===== config.mk =====
export PLATFORM = sky130hd
export DESIGN_NAME = pattern_sweep_capture
export DESIGN_NICKNAME = d
export VERILOG_FILES = /design/src/rtl/pattern_sweep_capture.sv
export SDC_FILE = /design/constraint.sdc
export NUM_CORES = 1
export LEC_CHECK = 0
export CORE_MARGIN = 10
export CORE_UTILIZATION = 55
export CTS_CLUSTER_SIZE = 16
export DETAILED_ROUTE_END_ITERATION = 8
export PLACE_DENSITY = 0.84
export REMOVE_ABC_BUFFERS = 1
export SLEW_MARGIN = 10
export SYNTH_ARGS = -nofsm -noshare
export SYNTH_HDL_FRONTEND = slang
export SYNTH_SLANG_ARGS = --single-unit

===== constraint.sdc =====
create_clock -name CK -period 6.6 [get_ports CK]
set_clock_uncertainty 0.2 [all_clocks]
set_input_delay 1.65 -clock CK [delete_from_list [all_inputs] [get_ports CK]]
set_output_delay 1.65 -clock CK [all_outputs]
set_load 0.01 [all_outputs]

===== src/rtl/pattern_sweep_capture.sv =====
// -----------------------------------------------------------------------------
// pattern_sweep_capture
//
// Purpose
//   Drives every WIDTH-bit pattern, in ascending index order, onto the inputs
//   of a combinational device under test. Each pattern is held for SETTLE
//   cycles, then the single-bit response is sampled. Each sample is published
//   as a record over a valid/ready handshake. It is also accumulated into a
//   2**WIDTH-bit truth table.
//
// Parameters
//   WIDTH   stimulus pattern width in bits (default 5)
//   SETTLE  cycles each pattern is held before sampling, 1..15 (default 1)
//
// Ports
//   CK            in   1         clock, all state updates on the rising edge
//   reset         in   1         synchronous, active-high reset
//   start         in   1         request one exhaustive sweep (seen only in IDLE)
//   N             out  WIDTH     stimulus; bit-reversed index, N[0] = index MSB
//   dut_out       in   1         response of the device under test
//   rec_valid     out  1         record valid (high only in EMIT)
//   rec_ready     in   1         record ready from the consumer
//   rec_pattern   out  WIDTH     pattern index of the current record
//   rec_response  out  1         sampled response of the current record
//   resp_vector   out  2**WIDTH  truth table, bit i = response to pattern i
//   busy          out  1         high in every state except IDLE
//   done          out  1         one-cycle pulse when a sweep completes
//   o_dbg_state   out  2        current FSM state (IDLE=0 APPLY=1 EMIT=2 DONE=3)
//
// Handshake
//   A record transfers on a rising edge where rec_valid and rec_ready are both
//   high. Once rec_valid is raised, it stays high until that transfer happens,
//   and rec_pattern/rec_response do not change while it is held. Only reset
//   can drop rec_valid without a transfer.
// -----------------------------------------------------------------------------
module pattern_sweep_capture #(
    parameter int WIDTH  = 5,
    parameter int SETTLE = 1
) (
    input  logic                  CK,
    input  logic                  reset,
    input  logic                  start,
    output logic [WIDTH-1:0]      N,
    input  logic                  dut_out,
    output logic                  rec_valid,
    input  logic                  rec_ready,
    output logic [WIDTH-1:0]      rec_pattern,
    output logic                  rec_response,
    output logic [2**WIDTH-1:0]   resp_vector,
    output logic                  busy,
    output logic                  done,
    output logic [1:0]            o_dbg_state
);

    localparam int              VEC_W     = 2**WIDTH;
    localparam logic [3:0]      SETTLE_LD = 4'(SETTLE);
    localparam logic [WIDTH-1:0] LAST_PAT = {WIDTH{1'b1}};

    typedef enum logic [1:0] {
        S_IDLE  = 2'd0,
        S_APPLY = 2'd1,
        S_EMIT  = 2'd2,
        S_DONE  = 2'd3
    } state_t;

    state_t             r_state;
    state_t             w_next_state;

    logic [WIDTH-1:0]   r_pattern;
    logic [3:0]         r_settle;
    logic [WIDTH-1:0]   r_rec_pattern;
    logic               r_rec_response;
    logic [VEC_W-1:0]   r_resp_vector;

    logic               w_settle_last;
    logic               w_handshake;
    logic               w_last_pattern;

    // The settle counter is loaded with SETTLE on entry to APPLY. Its value
    // is 1 on the final APPLY cycle, which is the cycle that samples dut_out.
    assign w_settle_last  = (r_settle == 4'd1);
    assign w_handshake    = (r_state == S_EMIT) && rec_ready;
    assign w_last_pattern = (r_pattern == LAST_PAT);

    // ------------------------------------------------------------------
    // FSM process 1: state register
    // ------------------------------------------------------------------
    always_ff @(posedge CK) begin
        if (reset) begin
            r_state <= S_IDLE;
        end else begin
            r_state <= w_next_state;
        end
    end

    // ------------------------------------------------------------------
    // FSM process 2: next-state logic
    // ------------------------------------------------------------------
    always_comb begin
        w_next_state = r_state;
        case (r_state)
            S_IDLE: begin
                if (start) begin
                    w_next_state = S_APPLY;
                end
            end
            S_APPLY: begin
                if (w_settle_last) begin
                    w_next_state = S_EMIT;
                end
            end
            S_EMIT: begin
                if (w_handshake) begin
                    // The counter never wraps. The final record goes to DONE.
                    w_next_state = w_last_pattern ? S_DONE : S_APPLY;
                end
            end
            S_DONE: begin
                w_next_state = S_IDLE;
            end
            default: begin
                w_next_state = S_IDLE;
            end
        endcase
    end

    // ------------------------------------------------------------------
    // FSM process 3: state-decoded outputs
    // ------------------------------------------------------------------
    always_comb begin
        rec_valid   = (r_state == S_EMIT);
        busy        = (r_state != S_IDLE);
        done        = (r_state == S_DONE);
        o_dbg_state = r_state;
    end

    // ------------------------------------------------------------------
    // Datapath: pattern/settle counters, record registers, truth table
    // ------------------------------------------------------------------
    always_ff @(posedge CK) begin
        if (reset) begin
            r_pattern      <= '0;
            r_settle       <= 4'd0;
            r_rec_pattern  <= '0;
            r_rec_response <= 1'b0;
            r_resp_vector  <= '0;
        end else begin
            case (r_state)
                S_IDLE: begin
                    if (start) begin
                        r_pattern     <= '0;
                        r_settle      <= SETTLE_LD;
                        // The truth table is cleared only when a new sweep
                        // is accepted. After DONE it keeps the last result.
                        r_resp_vector <= '0;
                    end
                end
                S_APPLY: begin
                    r_settle <= r_settle - 4'd1;
                    if (w_settle_last) begin
                        r_rec_pattern            <= r_pattern;
                        r_rec_response           <= dut_out;
                        r_resp_vector[r_pattern] <= dut_out;
                    end
                end
                S_EMIT: begin
                    if (w_handshake && !w_last_pattern) begin
                        r_pattern <= r_pattern + WIDTH'(1);
                        r_settle  <= SETTLE_LD;
                    end
                end
                default: begin
                end
            endcase
        end
    end

    // The stimulus is the pattern index with its bits reversed, so that N[0]
    // carries the index MSB.
    always_comb begin
        N = '0;
        for (int i = 0; i < WIDTH; i++) begin
            N[i] = r_pattern[WIDTH-1-i];
        end
    end

    assign rec_pattern  = r_rec_pattern;
    assign rec_response = r_rec_response;
    assign resp_vector  = r_resp_vector;

endmodule


==> metrics.md, run 1 <==
| Metric | Value |
|---|---|
| Post-synthesis adder-cell area fraction | approximately 3.1% |
| Hold endpoint | resp_vector[20] |
| Worst setup startpoint | o_dbg_state[1] |
| Synth Area per Inst | approximately 9 sq um |
| Clk pwr share | between 30 and 40% |
| Worst-path maximum fanout | 30 |
| Yosys reg bits | 49 |
| Crit Path Class | reg2out |
| Sequential fraction of the synthesis area | a little over a third |
| Peak supply drop | 0.000115 V |
| P_int | between 0.0004 and 0.0005 W |
| Most used DFF post-synth | dfxtp_1 |
| Most common cell after layout, fill and taps aside | clkdlybuf4s50_1 |
| GRT Residual Overflow | 0 |
| Die Wd | approximately 90 um |
| Vias | 2651 |
| Largest net degree at the start of global routing | 70 |
| R2r endpoint | resp_vector[17] |
| Net switching power | around 0.00017 W |
| Die area | 0.00837 sq mm |
| Core area | approximately 0.0048 sq mm |
| Rel. slew slack | approximately a fifth |
| Setup bufs post-CTS | 0 |
| CP arrival | between 2 and 2.5 ns |
| Mux cell area share after synthesis | less than 1% |
| Hold buffer count at CTS | 0 |
| DRT iter0 DRCs | 261 |
| H-tree depth | 2 |
| Fillers | 396 |
| Port bufs | 52 |
| CTS root buffer | clkbuf_8 |
| Final wirelength | a little under 8000 um |
| Placed Cells | approximately 400 |
| Max Freq | approximately 0.25 GHz |
| Final min period | 4.06 ns |
| First-pass GRT wire length | ~12000 um |
| Layout Cells excl Fill | around 400 |
| Antenna violations before repair | 0 |
| Final Hold Viols | 0 |
| Required time worst endpoint | around 4.8 ns |
| Tightest Hold Check Type | reg2reg |
| Synthesized area | approximately 0.0028 sq mm |
| Worst-case reg-to-reg path depth | 3 |
| Switching share of total power | between 20% and 30% |
| Reg clk slew, reported paths | 0.09 ns |
| Hold_sp | resp_vector[20] |
| Measured slew at the worst slew-check pin | 1.19 ns |
| Cts bufs inserted | 5 |
| I/O pin cnt | 53 |
| Setup violators final | 0 |
| Row cnt | 25 |
| Setup tns final | 0 ns |
| Leak | a little over 1 nW |
| Routability cong. | 0.795 |
| Initial core utilization | between 50% and 60% |
| Via density | 6.48 |
| Reg2reg start | o_dbg_state[0] |
| EDFF count, synth | 0 |
| Flop-to-flop setup slack | between 3 and 4 ns |
| Antenna cells | 0 |
| Power per Cell Area | 186 mW/mm^2 |
| DRC errors left | 0 |
| Clk sink count | around 50 |
| Hold path cells | 2 |
| Flop pwr share | between 40% and 50% |
| GRT Overall Usage | between 10% and 20% |
| Share of layout cells above drive strength 1 | 9.06% |
| Startpoint class of the critical path | register |
| Latest clock arrival within the worst-skew pair | 0.31 ns |
| Fin util | 69.5% |
| Post-synthesis cell type count | 47 |
| Vias in the first global route | between 2000 and 2500 |
| Wirelength per Cell | between 15 and 20 um |
| Die Span Y | 91.5 um |
| Synth Area in Compound Gates | between 20% and 30% |
| First-pass iteration count of the detailed router | 5 |
| Status | complete, no violations |
| Cts repair resizes | 0 |
| Area Growth Syn to Fin | 20.0% |
| Synthesis Warnings | 0 |
| Remaining antenna violation count | 0 |
| Post-synth ARST share | 0% |
| Largest family of logic cells by synthesized area | compound AO/OA/AOI/OAI gates |
| RSZ-0062 raised after global routing | no |
| Simple-Gate Fraction of Synth Area | 22.8% |
| CP Capture Type | primary output |
| Clock Path Buffers | 2 |
| Max-slew violations | 0 |
| XOR/XNOR Fraction of Synth Area | 0% |
| Total power | around 0.00063 W |
| Commonest non-fill, non-tap cells in the layout | clkdlybuf4s50_1, dfxtp_1, inv_1 |
| Mapped Cells | around 320 |
| # nets final | approximately 350 |
| DP Wirelength | 4950 um |
| Period utilization | slightly above 60% |
| CTS tree | built |
| Gate power share | between 10% and 20% |
| MaxCap Viol Count | 0 |
Yosys cell counts, drive strengths merged, types with 2 or more instances:
cell,count,area [sq um]
a211oi,3,22.5
nand4bb,6,67.6
a2111oi,16,140
a221o,16,171
or3b,2,20.0
and2,2,12.5
nand4b,8,70.1
nand3,13,65.1
or3,2,13.8
and3,2,12.5
a221oi,16,140
o21ai,8,40.0
clkbuf,19,71.3
ha,7,87.6
nand4,4,25.0
a311oi,2,17.5
nor2,20,75.1
o32ai,14,123
a21oi,10,50.1
nand2,8,30.0
nor2b,8,50.1
nand2b,7,43.8
and4bb,2,25.0
nand3b,3,22.5
inv,36,135
dfxtp,49,981
o22ai,2,12.5
nor4b,3,71.3
buf,16,97.6
stage by stage:
step	setup slack, ns	cell area, sq um	hold slack, ns
after CTS	2.61	3370	0.286
after global routing	2.50	3370	0.303
after floorplan	3.63	2640	0.253
after global placement	2.97	3250	0.263
final	2.54	3370	0.284
after detailed placement	2.91	3250	0.273
final cells by class:
type	instances	area (sq um)	area share (%)
Timing Repair Buffer	53	523	15.5
Tap cell	67	83.8	2.49
Inverter	36	135	4.01
Multi-Input combinational cell	196	1530	45.3
Sequential cell	49	981	29.1
Clock inverter	2	37.5	1.11
Clock buffer	6	82.6	2.45
state kept, by name (all words and copies together) (netlist names):
signal and cells:
rec_pattern 5, r_settle 4, resp_vector 32, rec_response 1, o_dbg_state 2, r_pattern 5
power by group through the flow:
stage / logic, W / clock network, W / registers (W)
3_3_place_gp: 0.0000846 / 0 / 0.000317
6_report: 0.0000885 / 0.000229 / 0.000311
2_1_floorplan: 0.0000567 / 0 / 0.000315
3_5_place_dp: 0.0000865 / 0 / 0.000317
4_1_cts: 0.0000870 / 0.000230 / 0.000310
5_1_grt: 0.0000975 / 0.000240 / 0.000312
metal layers:
| metal | track usage [%] | routed length [um] | vias to the layer above |
|---|---|---|---|
| li1 | - | - | 1252 |
| met1 | 22.3 | 3300 | 1282 |
| met2 | 27.5 | 3680 | 104 |
| met3 | 5.43 | 589 | 13 |
| met4 | 6.79 | 123 | 0 |
| met5 | 0 | 0 | - |
how the worst max path moves through the flow:
stage,endpoint,cells past startpoint
after detailed placement,resp_vector[10],4
after floorplan,rec_valid,1
after global routing,rec_valid,2
final,rec_valid,2
after CTS,rec_valid,2
after global placement,resp_vector[16],4
kinds of logic (layout without fill, tap and decap cells):
family	Yosys count	in the layout
and+or+nand+nor	93	93
adders and majority gates	7	7
AOI/OAI and AO/OA	95	95
buffers and inverters	71	97
DFF	49	49
muxes	1	1
worst max-delay path, cell delays in order, from the launching register on:
cell	delay (ns)
dfxtp_1	0.99
nor2b_1	0.31
clkdlybuf4s50_1	0.60
Note: power is estimated with default switching activity, not from simulation.
==> run 2, diff against run 1 <==
--- a/config.mk
+++ b/config.mk
@@ -6,10 +6,10 @@
 export NUM_CORES = 1
 export LEC_CHECK = 0
 export CORE_MARGIN = 10
-export CORE_UTILIZATION = 55
+export CORE_UTILIZATION = 52
 export CTS_CLUSTER_SIZE = 16
 export DETAILED_ROUTE_END_ITERATION = 8
-export PLACE_DENSITY = 0.84
+export PLACE_DENSITY = 0.8
 export REMOVE_ABC_BUFFERS = 1
 export SLEW_MARGIN = 10
 export SYNTH_ARGS = -nofsm -noshare
==> constraint.sdc (replaced) <==
create_clock -name CK -period 4.12 [get_ports CK]
set_clock_uncertainty 0.2 [all_clocks]
set_input_delay 1.03 -clock CK [delete_from_list [all_inputs] [get_ports CK]]
set_output_delay 1.03 -clock CK [all_outputs]
set_load 0.01 [all_outputs]
==> run 2 against run 1 <==
  * Critical path depth unchanged
  * Setup slack got worse by 1.8 ns
  * Utilization decreased by 4.6 points
  * Die area increased by 4.5%
  * Combinational power increased by 72%
  * Sequential power increased by 58%
  * Global-route usage decreased by 0.64 points
  * Power increased by 47%
  * Count of clock-buffer cells in the layout increased by 2
  * Final area decreased by 0.33%
  * Largest cell class unchanged
  * Wire length decreased by 0.90%
  * Largest power group unchanged
  * Cell count increased by 1.7%
  * Critical endpoint unchanged
==> metrics.md, run 2 (synthesis gave the netlist of run 1 again) <==
| Metric | Value |
|---|---|
| Met3 WL | 527 um (-11%) |
| M1 WL | 3320 um (+0.76%) |
| H-tree depth | 2 (unchanged) |
| DRC errors left | 0 (unchanged) |
| Fin util | 65.0% (-4.6 points) |
| RSZ-0062 raised after global routing | no |
| Worst hold margin | 0.284 ns (+0.000106 ns) |
| Worst-case reg-to-reg path depth | 3 (unchanged) |
| GRT Residual Overflow | 0 (unchanged) |
| DRT iter0 DRCs | 230 (-12%) |
| Setup tns final | 0 ns (unchanged) |
| Wirelength per Cell | 18.3 um (-2.6%) |
| Vias in the first global route | 2463 (+2.7%) |
| Share of layout cells above drive strength 1 | 8.96% (-0.10 points) |
| Worst-path maximum fanout | 30 (unchanged) |
| Measured slew at the worst slew-check pin | 1.21 ns (+0.0208 ns) |
| DR top layer | met4 |
| Reg clk slew, reported paths | 0.09 ns (about the same) |
| Hold endpoint | resp_vector[13] |
| Antenna cells | 0 (unchanged) |
| Rel. slew slack | 19.3% (-1.4 points) |
| Final Hold Viols | 0 (unchanged) |
| Number of flip-flops in the largest register | 32 (unchanged) |
| Die Wd | 93.5 um (+2.2%) |
| Largest net degree at the start of global routing | 51 (-27%) |
| # nets final | 357 (+1.1%) |
| Core area | 0.00517 sq mm (+6.7%) |
| Vias | 2672 (+0.79%) |
| Via density | 6.42 (-0.90%) |
| Power per Cell Area | 274 mW/mm^2 (+47%) |
| Latest clock arrival within the worst-skew pair | 0.31 ns (about the same) |
| Routability cong. | 0.805 (+1.3%) |
| Area Growth Syn to Fin | 19.6% |
| Commonest non-fill, non-tap cells in the layout | clkdlybuf4s50_1, dfxtp_1, inv_1 |
| DP Wirelength | 5100 um (+2.9%) |
| Hold path cells | 2 (unchanged) |
| Flop-to-flop setup slack | 1.26 ns (-2.45 ns) |
| Initial core utilization | 54.3% (-3.6 points) |
| Max Freq | between 0.2 and 0.3 GHz |
| Most common cell after layout, fill and taps aside | clkdlybuf4s50_1 |
| Die area | 0.00874 sq mm (+4.5%) |
| Setup violators final | 0 (unchanged) |
| Leak | 1.04 nW (about the same) |
| Setup bufs post-CTS | 0 (unchanged) |
| Area after DPL | 0.00328 sq mm (+1.0%) |
| Final wirelength | 7620 um (-0.90%) |
| Max-slew violations | 0 (unchanged) |
| Clock Path Buffers | 2 (unchanged) |
| CTS root buffer | clkbuf_8 |
| Cts bufs inserted | 5 (unchanged) |
| Die Span Y | 93.5 um (+2.2%) |
| Remaining antenna violation count | 0 (unchanged) |
| Clk sink count | 49 (unchanged) |
| Row cnt | 26 (+4.0%) |
| Tightest Hold Check Type | reg2reg |
| I/O pin cnt | 53 (unchanged) |
| Crit Path Class | reg2out |
| First-pass GRT wire length | 12400 um (-0.38%) |
| Peak supply drop | 0.000264 V (+130%) |
| Status | complete, no violations |
| Design area | 0.00336 sq mm (-0.33%) |
| First-pass iteration count of the detailed router | 7 (+2) |
| Required time worst endpoint | 2.89 ns (-1.86 ns) |
| Final min period | 3.34 ns |
| CP arrival | 2.11 ns (-0.10 ns) |
| Port bufs | 52 (unchanged) |
| Met2 WL | 3740 um (+1.7%) |
| CP Capture Type | primary output |
| Reg2reg start | o_dbg_state[1] |
| R2r endpoint | resp_vector[26] |
| MaxCap Viol Count | 0 (unchanged) |
| Cts repair resizes | 0 (unchanged) |
| CTS tree | built |
| Hold_sp | resp_vector[13] |
| GRT Overall Usage | 17.1% (-0.64 points) |
| Antenna violations before repair | 0 (unchanged) |
| Period utilization | 81.2% |
| Startpoint class of the critical path | register |
| Hold buffer count at CTS | 0 (unchanged) |
run 2: cell types whose count changed in the layout (fill, tap and decap cells not counted):
cell and delta:
buf_4 +4, bufinv_16 -1, clkbuf_1 +3, clkbuf_8 -1
clkinvlp_4 -1, nor3b_1 +1, nor3b_2 -1
run 2: per-layer routing:
layer  track usage, %  vias up
li1                 -     1258
met1             22.1     1297
met2             27.3      113
met3             4.40        4
met4             4.37        0
met5                0        -
run 2: metrics by stage:
stage	setup WS (ns)	cells	power, W
finish	0.776	416	0.000921
global route	0.650	416	0.000956
CTS	0.780	416	0.000921
detailed placement	1.08	408	0.000650
global placement	1.12	408	0.000648
floorplan	1.74	281	0.000596
run 2: layout make-up:
type | instances | area (sq um)
fillers | 435 | 1810
multi-input cells | 196 | 1520
flip-flops and latches | 49 | 981
repair buffers | 57 | 553
inverters | 36 | 135
well taps | 70 | 87.6
clock buffers | 8 | 80.1
run 2: where the power goes:
group          total (W)  internal, W  switching (W)
clock network   0.000279     0.000121       0.000158
logic           0.000152    0.0000563      0.0000957
registers       0.000490     0.000480      0.0000102
total           0.000921     0.000657       0.000264
run 2: worst max path at each step:
stage	startpoint	slack, ns	to	cells past startpoint
finish	o_dbg_state[1]	0.78	rec_valid	2
global route	o_dbg_state[1]	0.65	rec_valid	2
CTS	o_dbg_state[1]	0.78	rec_valid	2
detailed placement	start	1.08	resp_vector[26]	4
global placement	start	1.12	resp_vector[16]	4
floorplan	o_dbg_state[0]	1.74	resp_vector[10]	3
run 2: critical path, cell delays in order, from the launching register on:
cell             delay [ns]
dfxtp_1                0.96
nor2b_1                0.29
clkdlybuf4s50_1        0.57
==> run 3, diff against run 2 <==
--- a/config.mk
+++ b/config.mk
@@ -6,10 +6,10 @@
 export NUM_CORES = 1
 export LEC_CHECK = 0
 export CORE_MARGIN = 10
-export CORE_UTILIZATION = 52
+export CORE_UTILIZATION = 47
 export CTS_CLUSTER_SIZE = 16
 export DETAILED_ROUTE_END_ITERATION = 8
-export PLACE_DENSITY = 0.8
+export PLACE_DENSITY = 0.76
 export REMOVE_ABC_BUFFERS = 1
 export SLEW_MARGIN = 10
 export SYNTH_ARGS = -nofsm -noshare
==> constraint.sdc (replaced) <==
create_clock -name CK -period 2.9 [get_ports CK]
set_clock_uncertainty 0.2 [all_clocks]
set_input_delay 0.725 -clock CK [delete_from_list [all_inputs] [get_ports CK]]
set_output_delay 0.725 -clock CK [all_outputs]
set_load 0.01 [all_outputs]
==> run 3 against run 2 <==
  * Via count decreased by 0.56%
  * Critical endpoint unchanged
  * Wire length increased by 2.0%
  * Register-to-register slack got worse by 0.54 ns
  * First-iteration DRC count decreased by 27%
  * Combinational power increased by 53%
  * Utilization decreased by 5.9 points
  * Clock power increased by 61%
  * Largest cell class unchanged
  * Non-clock buffer count increased by 9
  * Worst hold slack got worse by 0.0017 ns
==> metrics.md, run 3 (synthesis gave the netlist of run 1 again) <==
| Metric | Value |
|---|---|
| GRT Residual Overflow | 0 (unchanged) |
| Multi-input gate area | 0.00152 sq mm (unchanged) |
| CP arrival | 1.49 ns (-0.62 ns) |
| # nets final | 366 (+2.5%) |
| Initial core utilization | 48.0% (-6.3 points) |
| Pre-CTS WS | 0.277 ns (-0.805 ns) |
| Critical Path Stages | 2 (unchanged) |
| Crit path buffers/inverters | 1 (unchanged) |
| Final wirelength | 7770 um (+2.0%) |
| Commonest non-fill, non-tap cells in the layout | clkdlybuf4s50_1, dfxtp_1, inv_1 |
| Cts bufs inserted | 5 (unchanged) |
| Peak supply drop | 0.000269 V (+2.1%) |
| Die area | 0.00947 sq mm (+8.3%) |
| Net switching power | 0.000386 W (+46%) |
| GRT Overall Usage | 15.7% (-1.4 points) |
| Number of flip-flops in the largest register | 32 (unchanged) |
| Core area | 0.00585 sq mm (+13%) |
| H-tree depth | 2 (unchanged) |
| Max Freq | 0.413 GHz |
| Flop-to-flop setup slack | 0.72 ns (-0.54 ns) |
| Clk sink count | 49 (unchanged) |
| Cts repair resizes | 0 (unchanged) |
| Crit Path Class | reg2out |
| Worst-case reg-to-reg path depth | 5 (+2) |
| Required time worst endpoint | 1.98 ns (-0.91 ns) |
| Vias | 2657 (-0.56%) |
| Final min period | roughly 2.4 ns |
| Largest delay share family, worst path | buffers and inverters |
| Fillers | 527 (+21%) |
| Flop pwr share | 50.5% (-2.7 points) |
| CP Capture Type | primary output |
| Placed Cells | 422 (+3.4%) |
| Setup violators final | 0 (unchanged) |
| CTS root buffer | clkbuf_8 |
| Layout Cells excl Fill | 430 (+3.4%) |
| Worst setup startpoint | o_dbg_state[1] |
| Reg2reg start | r_pattern[0] |
| Share of layout cells above drive strength 1 | 12.1% (+3.2 points) |
| Most common cell after layout, fill and taps aside | clkdlybuf4s50_1 |
| Reg area | 981 sq um (unchanged) |
| Row cnt | 28 (+7.7%) |
| Clk pwr share | 32.6% (+2.3 points) |
| Port bufs | 52 (unchanged) |
| Worst path max stage delay | 0.58 ns (-0.38 ns) |
| Period utilization | ~83% |
| Crit-path cells | nor2b_1 -> clkdlybuf4s50_1 |
| MaxCap Viol Count | 0 (unchanged) |
| DRT iter0 DRCs | 168 (-27%) |
| Die Wd | 97.3 um (+4.1%) |
| Max-slew violations | 0 (unchanged) |
| Measured slew at the worst slew-check pin | 0.845 ns (-0.365 ns) |
| Setup bufs post-CTS | 0 (unchanged) |
| Switching share of total power | 28.1% (-0.58 points) |
| Wirelength per Cell | 18.1 um (-1.3%) |
| Critical-path top delay cell | clkdlybuf4s50_1 |
| Clock Path Buffers | 2 (unchanged) |
| Final Hold Viols | 0 (unchanged) |
| Antenna cells | 0 (unchanged) |
| Reg clk slew, reported paths | 0.09 ns (about the same) |
| DP Wirelength | 5250 um (+3.1%) |
| CTS tree | built |
| Antenna violations before repair | 0 (unchanged) |
| Setup tns final | 0 ns (unchanged) |
| Remaining antenna violation count | 0 (unchanged) |
| DRC errors left | 0 (unchanged) |
| Largest net degree at the start of global routing | 41 (-20%) |
| Worst-path maximum fanout | 5 (-83%) |
| I/O pin cnt | 53 (unchanged) |
| Latest clock arrival within the worst-skew pair | 0.30 ns (about the same) |
| First-pass GRT wire length | 12900 um (+3.8%) |
| Routability cong. | 0.798 (-0.87%) |
| Power per Cell Area | 397 mW/mm^2 (+45%) |
| Die Span Y | 97.3 um (+4.1%) |
| Gate power share | 16.9% (+0.4 points) |
| Status | complete, no violations |
| Area Growth Syn to Fin | 23.0% |
| P_int | 0.000988 W (+50%) |
| R2r endpoint | resp_vector[16] |
| Critical path capture point | rec_valid |
| Via density | 6.18 (-3.8%) |
| Startpoint class of the critical path | register |
| Tightest Hold Check Type | reg2reg |
| RSZ-0062 raised after global routing | no |
| Final worst slack | 0.480 ns (-0.296 ns) |
| Hold buffer count at CTS | 0 (unchanged) |
| Vias in the first global route | 2517 (+2.2%) |
| Leak | 1.09 nW (+5.8%) |
| First-pass iteration count of the detailed router | 4 (-3) |
| Rel. slew slack | 43.5% (+24 points) |
run 3: cell type report:
| class | instances | share of cell area (%) |
|---|---|---|
| sequential | 49 | 28.4 |
| timing repair buffer | 66 | 18.0 |
| tap | 75 | 2.72 |
| inverter | 36 | 3.91 |
| clock buffer | 7 | 2.79 |
| clock inverter | 1 | 0.145 |
| multi-input combinational | 196 | 44.1 |
run 3: stage by stage:
stage | util (%) | hold WS, ns | power (W) | cell area (sq um)
final | 59.1 | 0.283 | 0.00137 | 3460
after global routing | 59.1 | 0.301 | 0.00142 | 3460
after global placement | 57.3 | 0.264 | 0.000933 | 3350
after CTS | 59.1 | 0.287 | 0.00138 | 3460
after floorplan | - | 0.253 | 0.000846 | 2640
after detailed placement | 57.3 | 0.271 | 0.000937 | 3350
run 3: worst min-delay path by stage:
stage,from,endpoint,slack [ns],cells after the start
2_1_floorplan,r_settle[0],r_settle[0],0.25,1
3_3_place_gp,rec_pattern[3],rec_pattern[3],0.26,2
3_5_place_dp,rec_pattern[3],rec_pattern[3],0.27,2
4_1_cts,resp_vector[29],resp_vector[29],0.29,2
5_1_grt,rec_pattern[3],rec_pattern[3],0.30,2
6_report,resp_vector[29],resp_vector[29],0.28,2
run 3: metal layers:
metal  up-vias  share of wire [%]  track usage, %
met5         -                  0               0
met4         0                1.3            5.70
met3        10                7.8            4.62
met2        80                 47            24.3
met1      1283                 44            19.9
li1       1284                  -               -
run 3: worst reg2reg max path, cell delays in order (launching register included):
cell and delay (ns):
dfxtp_1 0.42, inv_1 0.12, ha_1 0.44, nor2b_1 0.41, a2111oi_0 0.18, a221o_2 0.31
run 3: power groups by stage:
stage / combinational [W] / clock [W] / sequential, W
5_1_grt: 0.000253 / 0.000473 / 0.000694
2_1_floorplan: 0.000129 / 0 / 0.000717
4_1_cts: 0.000231 / 0.000453 / 0.000693
3_5_place_dp: 0.000229 / 0 / 0.000708
6_report: 0.000232 / 0.000448 / 0.000693
3_3_place_gp: 0.000225 / 0 / 0.000708
